<file path="src/rtl/rvv_pkg.sv">
// rvv_pkg: shared vector types for the SIMD sequencer and its lane.
//   vew_e : selected element width (SEW)
//   op_e  : lane operation
package rvv_pkg;

  typedef enum logic [1:0] {
    EW_8  = 2'd0,
    EW_16 = 2'd1,
    EW_32 = 2'd2,
    EW_64 = 2'd3
  } vew_e;

  typedef enum logic [2:0] {
    VADD  = 3'd0,
    VSUB  = 3'd1,
    VAND  = 3'd2,
    VADC  = 3'd3,
    VMACC = 3'd4
  } op_e;

endpackage

</file>
<file path="src/rtl/spatz_simd_sequencer.sv">
// spatz_simd_sequencer: accepts a vector request (op, SEW, signedness, vl),
// streams vl operand beats through an external combinational SIMD lane and
// returns the lane results on a registered, back-pressured result stream.
// Optional build macro SPATZ_SIMD_SEQ_PERF_EN adds a saturating stall counter
// on stall_cnt_o; without it stall_cnt_o is tied to zero.
//
// state | meaning
// IDLE  | waiting for a request; req_ready_o high
// BUSY  | issuing operand beats to the lane, one per fire
// DRAIN | all operands issued, waiting for the last result to be popped
module spatz_simd_sequencer
  import rvv_pkg::*;
#(
  parameter int unsigned Width = 32,
  parameter int unsigned MaxVl = 256
) (
  input  logic                     clk_i,
  input  logic                     rst_i,
  input  logic                     req_valid_i,
  output logic                     req_ready_o,
  input  op_e                      req_op_i,
  input  vew_e                     req_sew_i,
  input  logic                     req_signed_i,
  input  logic [$clog2(MaxVl):0]   req_vl_i,
  input  logic                     opd_valid_i,
  output logic                     opd_ready_o,
  input  logic [Width-1:0]         opd_s1_i,
  input  logic [Width-1:0]         opd_s2_i,
  input  logic [Width-1:0]         opd_d_i,
  input  logic                     opd_carry_i,
  output op_e                      lane_op_o,
  output vew_e                     lane_sew_o,
  output logic                     lane_signed_o,
  output logic [Width-1:0]         lane_s1_o,
  output logic [Width-1:0]         lane_s2_o,
  output logic [Width-1:0]         lane_d_o,
  output logic                     lane_carry_o,
  input  logic [Width-1:0]         lane_result_i,
  output logic                     res_valid_o,
  input  logic                     res_ready_i,
  output logic [Width-1:0]         res_data_o,
  output logic                     res_last_o,
  output logic                     busy_o,
  output logic                     done_o,
  output logic [31:0]              stall_cnt_o
);

  localparam int unsigned VlW = $clog2(MaxVl) + 1;

  localparam logic [1:0] IDLE  = 2'd0;
  localparam logic [1:0] BUSY  = 2'd1;
  localparam logic [1:0] DRAIN = 2'd2;

  logic [1:0]       state_q, state_d;
  op_e              op_q, op_d;
  vew_e             sew_q, sew_d;
  logic             signed_q, signed_d;
  logic [VlW-1:0]   vl_q, vl_d;
  logic [VlW-1:0]   cnt_q, cnt_d;
  logic             res_valid_q, res_valid_d;
  logic             res_last_q, res_last_d;
  logic [Width-1:0] res_data_q, res_data_d;
  logic             done_q, done_d;

  logic [VlW-1:0]   req_vl_clamped;
  logic             req_fire, opd_fire, res_pop, cnt_last;

  assign req_vl_clamped = (req_vl_i > VlW'(MaxVl)) ? VlW'(MaxVl) : req_vl_i;
  assign req_ready_o    = (state_q == IDLE);
  assign req_fire       = req_valid_i && req_ready_o;
  // The result register can take a new element if it is empty or being popped.
  assign opd_ready_o    = (state_q == BUSY) && (!res_valid_q || res_ready_i);
  assign opd_fire       = opd_valid_i && opd_ready_o;
  assign res_pop        = res_valid_q && res_ready_i;
  assign cnt_last       = (cnt_q == vl_q - VlW'(1));

  assign lane_op_o      = op_q;
  assign lane_sew_o     = sew_q;
  assign lane_signed_o  = signed_q;
  assign lane_s1_o      = opd_s1_i;
  assign lane_s2_o      = opd_s2_i;
  assign lane_d_o       = opd_d_i;
  assign lane_carry_o   = opd_carry_i;

  assign res_valid_o    = res_valid_q;
  assign res_data_o     = res_data_q;
  assign res_last_o     = res_last_q;
  assign busy_o         = (state_q == BUSY) || (state_q == DRAIN);
  assign done_o         = done_q;

  // Next-state logic for the FSM, request latches and element counter.
  always_comb begin
    state_d  = state_q;
    op_d     = op_q;
    sew_d    = sew_q;
    signed_d = signed_q;
    vl_d     = vl_q;
    cnt_d    = cnt_q;
    done_d   = 1'b0;
    case (state_q)
      IDLE: begin
        if (req_fire) begin
          if (req_vl_clamped != '0) begin
            op_d     = req_op_i;
            sew_d    = req_sew_i;
            signed_d = req_signed_i;
            vl_d     = req_vl_clamped;
            cnt_d    = '0;
            state_d  = BUSY;
          end else begin
            // Empty request completes immediately without touching the lane.
            done_d = 1'b1;
          end
        end
      end
      BUSY: begin
        if (opd_fire) begin
          cnt_d = cnt_q + VlW'(1);
          if (cnt_last) state_d = DRAIN;
        end
      end
      DRAIN: begin
        if (res_pop) begin
          state_d = IDLE;
          done_d  = 1'b1;
        end
      end
      default: state_d = IDLE;
    endcase
  end

  // Result register: load on operand fire, otherwise clear on pop, else hold.
  always_comb begin
    res_valid_d = res_valid_q;
    res_data_d  = res_data_q;
    res_last_d  = res_last_q;
    if (opd_fire) begin
      res_valid_d = 1'b1;
      res_data_d  = lane_result_i;
      res_last_d  = cnt_last;
    end else if (res_pop) begin
      res_valid_d = 1'b0;
    end
  end

  // State registers with asynchronous reset discarding any in-flight request.
  always_ff @(posedge clk_i or posedge rst_i) begin
    if (rst_i) begin
      state_q     <= IDLE;
      op_q        <= VADD;
      sew_q       <= EW_8;
      signed_q    <= 1'b0;
      vl_q        <= '0;
      cnt_q       <= '0;
      res_valid_q <= 1'b0;
      res_data_q  <= '0;
      res_last_q  <= 1'b0;
      done_q      <= 1'b0;
    end else begin
      state_q     <= state_d;
      op_q        <= op_d;
      sew_q       <= sew_d;
      signed_q    <= signed_d;
      vl_q        <= vl_d;
      cnt_q       <= cnt_d;
      res_valid_q <= res_valid_d;
      res_data_q  <= res_data_d;
      res_last_q  <= res_last_d;
      done_q      <= done_d;
    end
  end

`ifdef SPATZ_SIMD_SEQ_PERF_EN
  logic [31:0] stall_cnt_q, stall_cnt_d;

  // Stall counter: BUSY cycles starved of operands or blocked on the result.
  always_comb begin
    stall_cnt_d = stall_cnt_q;
    if (req_fire) begin
      stall_cnt_d = '0;
    end else if ((state_q == BUSY) && (!opd_valid_i || (res_valid_q && !res_ready_i))
                 && (stall_cnt_q != '1)) begin
      stall_cnt_d = stall_cnt_q + 32'd1;
    end
  end

  // Stall counter register.
  always_ff @(posedge clk_i or posedge rst_i) begin
    if (rst_i) stall_cnt_q <= '0;
    else       stall_cnt_q <= stall_cnt_d;
  end

  assign stall_cnt_o = stall_cnt_q;
`else
  assign stall_cnt_o = '0;
`endif

endmodule

</file>
<file path="config.mk">
export PLATFORM = sky130hd
export DESIGN_NAME = spatz_simd_sequencer
export DESIGN_NICKNAME = d
export VERILOG_FILES = /design/src/rtl/rvv_pkg.sv /design/src/rtl/spatz_simd_sequencer.sv
export SDC_FILE = /design/constraint.sdc
export NUM_CORES = 1
export LEC_CHECK = 0
export ABC_AREA = 0
export CORE_MARGIN = 10
export CORE_UTILIZATION = 29
export DETAILED_ROUTE_END_ITERATION = 16
export HOLD_SLACK_MARGIN = 0.1
export PLACE_DENSITY_LB_ADDON = 0.15
export REMOVE_ABC_BUFFERS = 1
export SLEW_MARGIN = 10
export SYNTH_ARGS = -nofsm -noshare
export SYNTH_HDL_FRONTEND = slang
export SYNTH_SLANG_ARGS = --single-unit
</file>
<file path="constraint.sdc">
create_clock -name clk_i -period 2.6 [get_ports clk_i]
set_input_delay 0.52 -clock clk_i [delete_from_list [all_inputs] [get_ports clk_i]]
set_output_delay 0.52 -clock clk_i [all_outputs]
set_load 0.01 [all_outputs]
</file>
# Yosys cells after proc, flatten, opt, wreduce, memory -nomap -nowiden
# Index checks and enable logic that the tools add are counted.
[classes]
order_cmp = 1
shift = 0
n_eq_ne = 8
n_mul = 0
n_div = 0
muxes = 17
n_reduce_logical = 14
n_addsub = 2
n_bitwise = 0
[op_table]
columns = ["op", "count"]
rows = [
  ["$mux 9", 4],
  ["$pmux 9 s2", 1],
  ["$mux 2", 5],
  ["$add 9x1->9 const B", 1],
  ["$eq 9x9->1", 1],
  ["$gt 9x9->1 const B", 1],
  ["$reduce_bool 9->1", 1],
  ["$sub 9x1->9 const B", 1],
  ["$ne 2x2->1 const B", 3],
  ["$pmux 2 s3", 1],
  ["$mux 1", 5],
  ["$reduce_and 5->1", 1],
  ["$logic_and 1x1->1", 4],
  ["$ne 2x1->1 const B", 2],
  ["$reduce_and 4->1", 1],
  ["$reduce_bool 2->1", 2],
  ["$reduce_and 3->1", 1],
  ["$eq 2x1->1 const B", 1],
  ["$eq 2x2->1 const B", 1],
  ["$logic_not 2->1", 1],
  ["$logic_or 1x1->1", 2],
  ["$pmux 1 s2", 1],
  ["$logic_not 1->1", 1],
]
[totals]
wordCells = 52
in_bits = 149
rom_bits = 0
reg_bits = 61
output_inout_bits = 173
mem_count = 0
ram_bits = 0
latch_bits = 0

# Longest topological paths before layout
[depth]
word_depth = 6
depth_mapped = 9
ltp_nobuf = 8

# Worst setup path after synthesis
# OpenSTA, ideal clock, no wires.
[synth_path]
path_kind = "register to register"
from = "register vl_q[2]"
to = "register state_q[0]"
path_slack_ns = 0.208
arrival_time_ns = 2.264
required_time_ns = 2.472
stages_incl_launch_ff = 7
n_path_buf = 0
setup_time_ns = 0.128
period_less_slack_ns = 2.392
cell_sequence = "dfrtp_1 -> or3_1 -> or4_4 -> a2111oi_2 -> nand4_1 -> a21oi_1 -> mux2_1"
[synth_between]
elab_chain_cells = 4
[synth_lines]
columns = ["item", "line_no", "rtl"]
rows = [
  ["start, declared", "spatz_simd_sequencer.sv:58", "logic [VlW-1:0] vl_q, vl_d;"],
  ["start signal, assigned", "spatz_simd_sequencer.sv:164", "vl_q <= vl_d;"],
  ["$sub 9x1->9", "spatz_simd_sequencer.sv:75", "assign cnt_last = (cnt_q == vl_q - VlW'(1));"],
  ["$eq 9x9->1", "spatz_simd_sequencer.sv:75", ""],
  ["$ne 2x2->1 (no source line)", "--", ""],
  ["$reduce_and 5->1 (no source line)", "--", ""],
  ["end signal, assigned", "spatz_simd_sequencer.sv:160", "state_q <= state_d;"],
  ["end, declared", "spatz_simd_sequencer.sv:54", "logic [1:0] state_q, state_d;"],
]
# No other way between the ends.
# A chain may end at the register's enable or synchronous reset.

# Final worst setup path
[layout_path]
from = "input res_ready_i"
to = "output opd_ready_o"
[layout_between]
elab_chain_cells = 2
[layout_lines]
columns = ["item", "line_no", "rtl"]
rows = [
  ["start, declared", "spatz_simd_sequencer.sv:40", "input logic res_ready_i,"],
  ["$logic_or 1x1->1", "spatz_simd_sequencer.sv:72", "assign opd_ready_o = (state_q == BUSY) && (!res_valid_q || res_ready_i);"],
  ["$logic_and 1x1->1", "spatz_simd_sequencer.sv:72", ""],
  ["end, declared", "spatz_simd_sequencer.sv:26", "output logic opd_ready_o,"],
]
# No other way between the ends.

==> impl_metrics.json <==
{
  "setup_viol": 0,
  "ys_ff_latch": 61,
  "crit_chain": "clkdlybuf4s50_1 > nand2b_1 > and2_1 > clkdlybuf4s50_1",
  "r2r_setup_slack_ns": 0.18,
  "critPathMaxFanout": 4,
  "fin_nets": 600,
  "worstMarginPinSlew_ns": 0.5698,
  "crit_type": "in2out",
  "clk_pin_slew_worst_paths_ns": 0.05,
  "overflow": 0,
  "fin_crit_sh": 0.9321,
  "cp.depth": 4,
  "post-cts-setup-buffers": 0,
  "hold_path_depth": 2,
  "critical_path_arrival_ns": 1.90,
  "syn_inst": 439,
  "yosysTopAreaCell": "dfrtp_1",
  "dr.pass1.iters": 4,
  "synth_area_per_cell_um2": 8.642,
  "synth_edf_count": 0,
  "avgRoutedWirePerCell_um": 35.09,
  "rsz0062_at_grt": "no",
  "yosysWarnings": 0,
  "portBuffers": 95,
  "cts_tree": "done",
  "rows": 41,
  "cts_resized": 0,
  "slew_violations": 0,
  "synthTopCellsByCount": "129 x buf_4, 119 x nand2_1, 61 x dfrtp_1, 15 x o21ai_0, 13 x clkbuf_1",
  "htreeDepth": 3,
  "max_stage_delay_ns": 0.55,
  "seq_area_frac_synth": 0.4024,
  "initial_core_util": 0.2982,
  "max-slew-margin-rel": 0.6166,
  "path_buf_inv": 2,
  "min-delay-start": "res_last_o$_DFFE_PP0P_",
  "synth_cell_types": 38,
  "clkPwrFrac": 0.229,
  "viasPerCell": 4.561,
  "status": "complete, no violations",
  "worst_r2r_endpoint": "state_q[0]$_DFFE_PP0P_",
  "synthDominantCellAreaShare": 0.4024,
  "hp-class": "reg2reg",
  "ir_drop_mv": 0.4580,
  "p_int_uw": 3153,
  "ys.flop_type": "dfrtp_1",
  "min_to": "res_last_o$_DFFE_PP0P_",
  "comb_power_share": 0.442,
  "cp_top_family": "buffers and inverters",
  "instances_no_fill": 622,
  "core_area_um2": 12720,
  "clk_path_buf_depth": 2,
  "fin_ws_ns": 0.1766,
  "drive_gt1_frac": 0.08222,
  "antenna_cells": 0,
  "cts.sinks": 61,
  "ff2ff_path_depth": 6,
  "clock_skew_ns": 0.005899,
  "grt_max_degree": 32,
  "die_h_um": 134.4,
  "grt_pass1_wl_um": 28770,
  "ant_nets": 0,
  "syn_area_um2": 3794,
  "fin_crit_ns": 2.423,
  "seqPwrFrac": 0.329,
  "hold_violations": 0,
  "dieArea_um2": 18060,
  "dp.cells": 607,
  "gp_congestion": 0.8827,
  "grt_use_total": 0.2377,
  "fmax_ghz": 0.4126,
  "via_count": 2837,
  "switching_share": 0.3641,
  "finalWirelength_um": 21830,
  "synth_async_sr_flop_share": 1.000,
  "slowest_stage": "clkdlybuf4s50_1",
  "die-width_um": 134.4,
  "crit_required_ns": 2.08,
  "start_kind": "input port",
  "n_fill_cell": 1324,
  "cts_made_buffers": 9,
  "dp_hpwl_um": 18760,
  "drcViolationCount": 0,
  "yosys-top-cells-area": "dfrtp_1 40%, buf_4 26%, nand2_1 12%",
  "leakage_uw": 0.002038,
  "critPathMostFrequentCell": "clkdlybuf4s50_1",
  "power_density_nw_per_um2": 1110,
  "p_sw_uw": 1805,
  "setup.worst_path.end_class": "output port",
  "dpl_worst_slack_ns": 0.03052,
  "antenna_found_initial": 0,
  "io_pins": 322,
  "final.setup.tns_ns": 0,
  "r2r-start": "vl_q[4]$_DFFE_PP0P_",
  "synth.most_common_cell": "buf_4",
  "grt_pass1_vias": 3047,
  "layout-area-overhead-vs-synth_pct": 17.71,
  "worstSkewPairLatency_ns": 0.33,
  "maxCapViolations": 0,
  "cts_root_buf": "clkbuf_16",
  "post_cts_hold_buffer_count": 0,
  "drt_iter0_markers": 134
}
==> registers in the layout (all words and copies together) (netlist names) <==
signal	flops
done_o	1
lane_signed_o	1
lane_op_o	3
cnt_q	9
res_last_o	1
lane_sew_o	2
res_data_o	32
state_q	2
vl_q	9
res_valid_o	1
==> layout by cell type (no fill, tap or decap), drive strengths merged, types with 8 or more instances in the layout <==
cell type	synthesis	layout
nand2	119	119
clkdlybuf4s50	0	95
dfrtp	61	61
conb	1	32
o21ai	16	16
clkbuf	13	14
xnor2	12	12
buf	129	12
nand2b	11	11
mux2	8	8
==> through the flow <==
step | area [um^2] | hold slack, ns | total power (uW) | util
global route | 4466 | 0.4948 | 5335 | 0.3510
detailed placement | 4174 | 0.4615 | 3796 | 0.3281
floorplan | 2893 | 0.4875 | 2640 | -
global placement | 4174 | 0.4559 | 3805 | 0.3281
finish | 4466 | 0.4644 | 4958 | 0.3510
CTS | 4453 | 0.4738 | 5004 | 0.3500
==> worst register-to-register path, cell delays in order (launching register included) <==
cell	delay, ns
dfrtp_1	0.42
or3_1	0.36
or4_4	0.51
a2111oi_4	0.37
nand4_1	0.13
a21oi_1	0.18
mux2_1	0.33
==> power by group through the flow <==
stage               registers [uW]  logic, uW  clock network [uW]
CTS                           1630       2190                1180
global route                  1690       2430                1210
floorplan                     1730        908                   0
finish                        1630       2190                1140
detailed placement            1620       2170                   0
global placement              1620       2190                   0
==> logic make-up (layout without fill, tap and decap cells) <==
logic type,Yosys count,after routing,synth area share
and+or+nand+nor,173,173,0.2025
buffers and inverters,148,128,0.2741
DFF,61,61,0.4024
AOI/OAI and AO/OA,29,29,0.04749
xor gates and xnor gates,14,14,0.03232
muxes,8,8,0.02375
adders and majority gates,5,5,0.01649
other,1,32,0.0009885
==> cell type report <==
cell class | count | area [um^2] | area share
clock inverter | 1 | 5.005 | 0.001121
multi-input combinational | 261 | 1356 | 0.3037
tap | 172 | 215.2 | 0.04819
sequential | 61 | 1526 | 0.3418
timing repair buffer | 107 | 1066 | 0.2387
clock buffer | 14 | 274.0 | 0.06136
inverter | 6 | 22.52 | 0.005043
==> layer usage <==
layer,part of all wire,track usage,routed length [um],up-vias
met5,0.0058,0.07580,126,-
met4,0.015,0.05079,319,4
met3,0.29,0.3331,6439,15
met2,0.40,0.3318,8801,314
met1,0.28,0.1855,6142,1255
li1,-,-,-,1249
==> how the worst max path moves through the flow <==
stage / startpoint / to
after global routing: vl_q[4]$_DFFE_PP0P_ / state_q[0]$_DFFE_PP0P_
after floorplan: state_q[1]$_DFFE_PP0P_ / state_q[0]$_DFFE_PP0P_
after global placement: res_ready_i / state_q[0]$_DFFE_PP0P_
after detailed placement: req_vl_i[5] / vl_q[1]$_DFFE_PP0P_
final: res_ready_i / opd_ready_o
after CTS: vl_q[2]$_DFFE_PP0P_ / state_q[0]$_DFFE_PP0P_
Note: power is estimated with default switching activity, not from simulation.
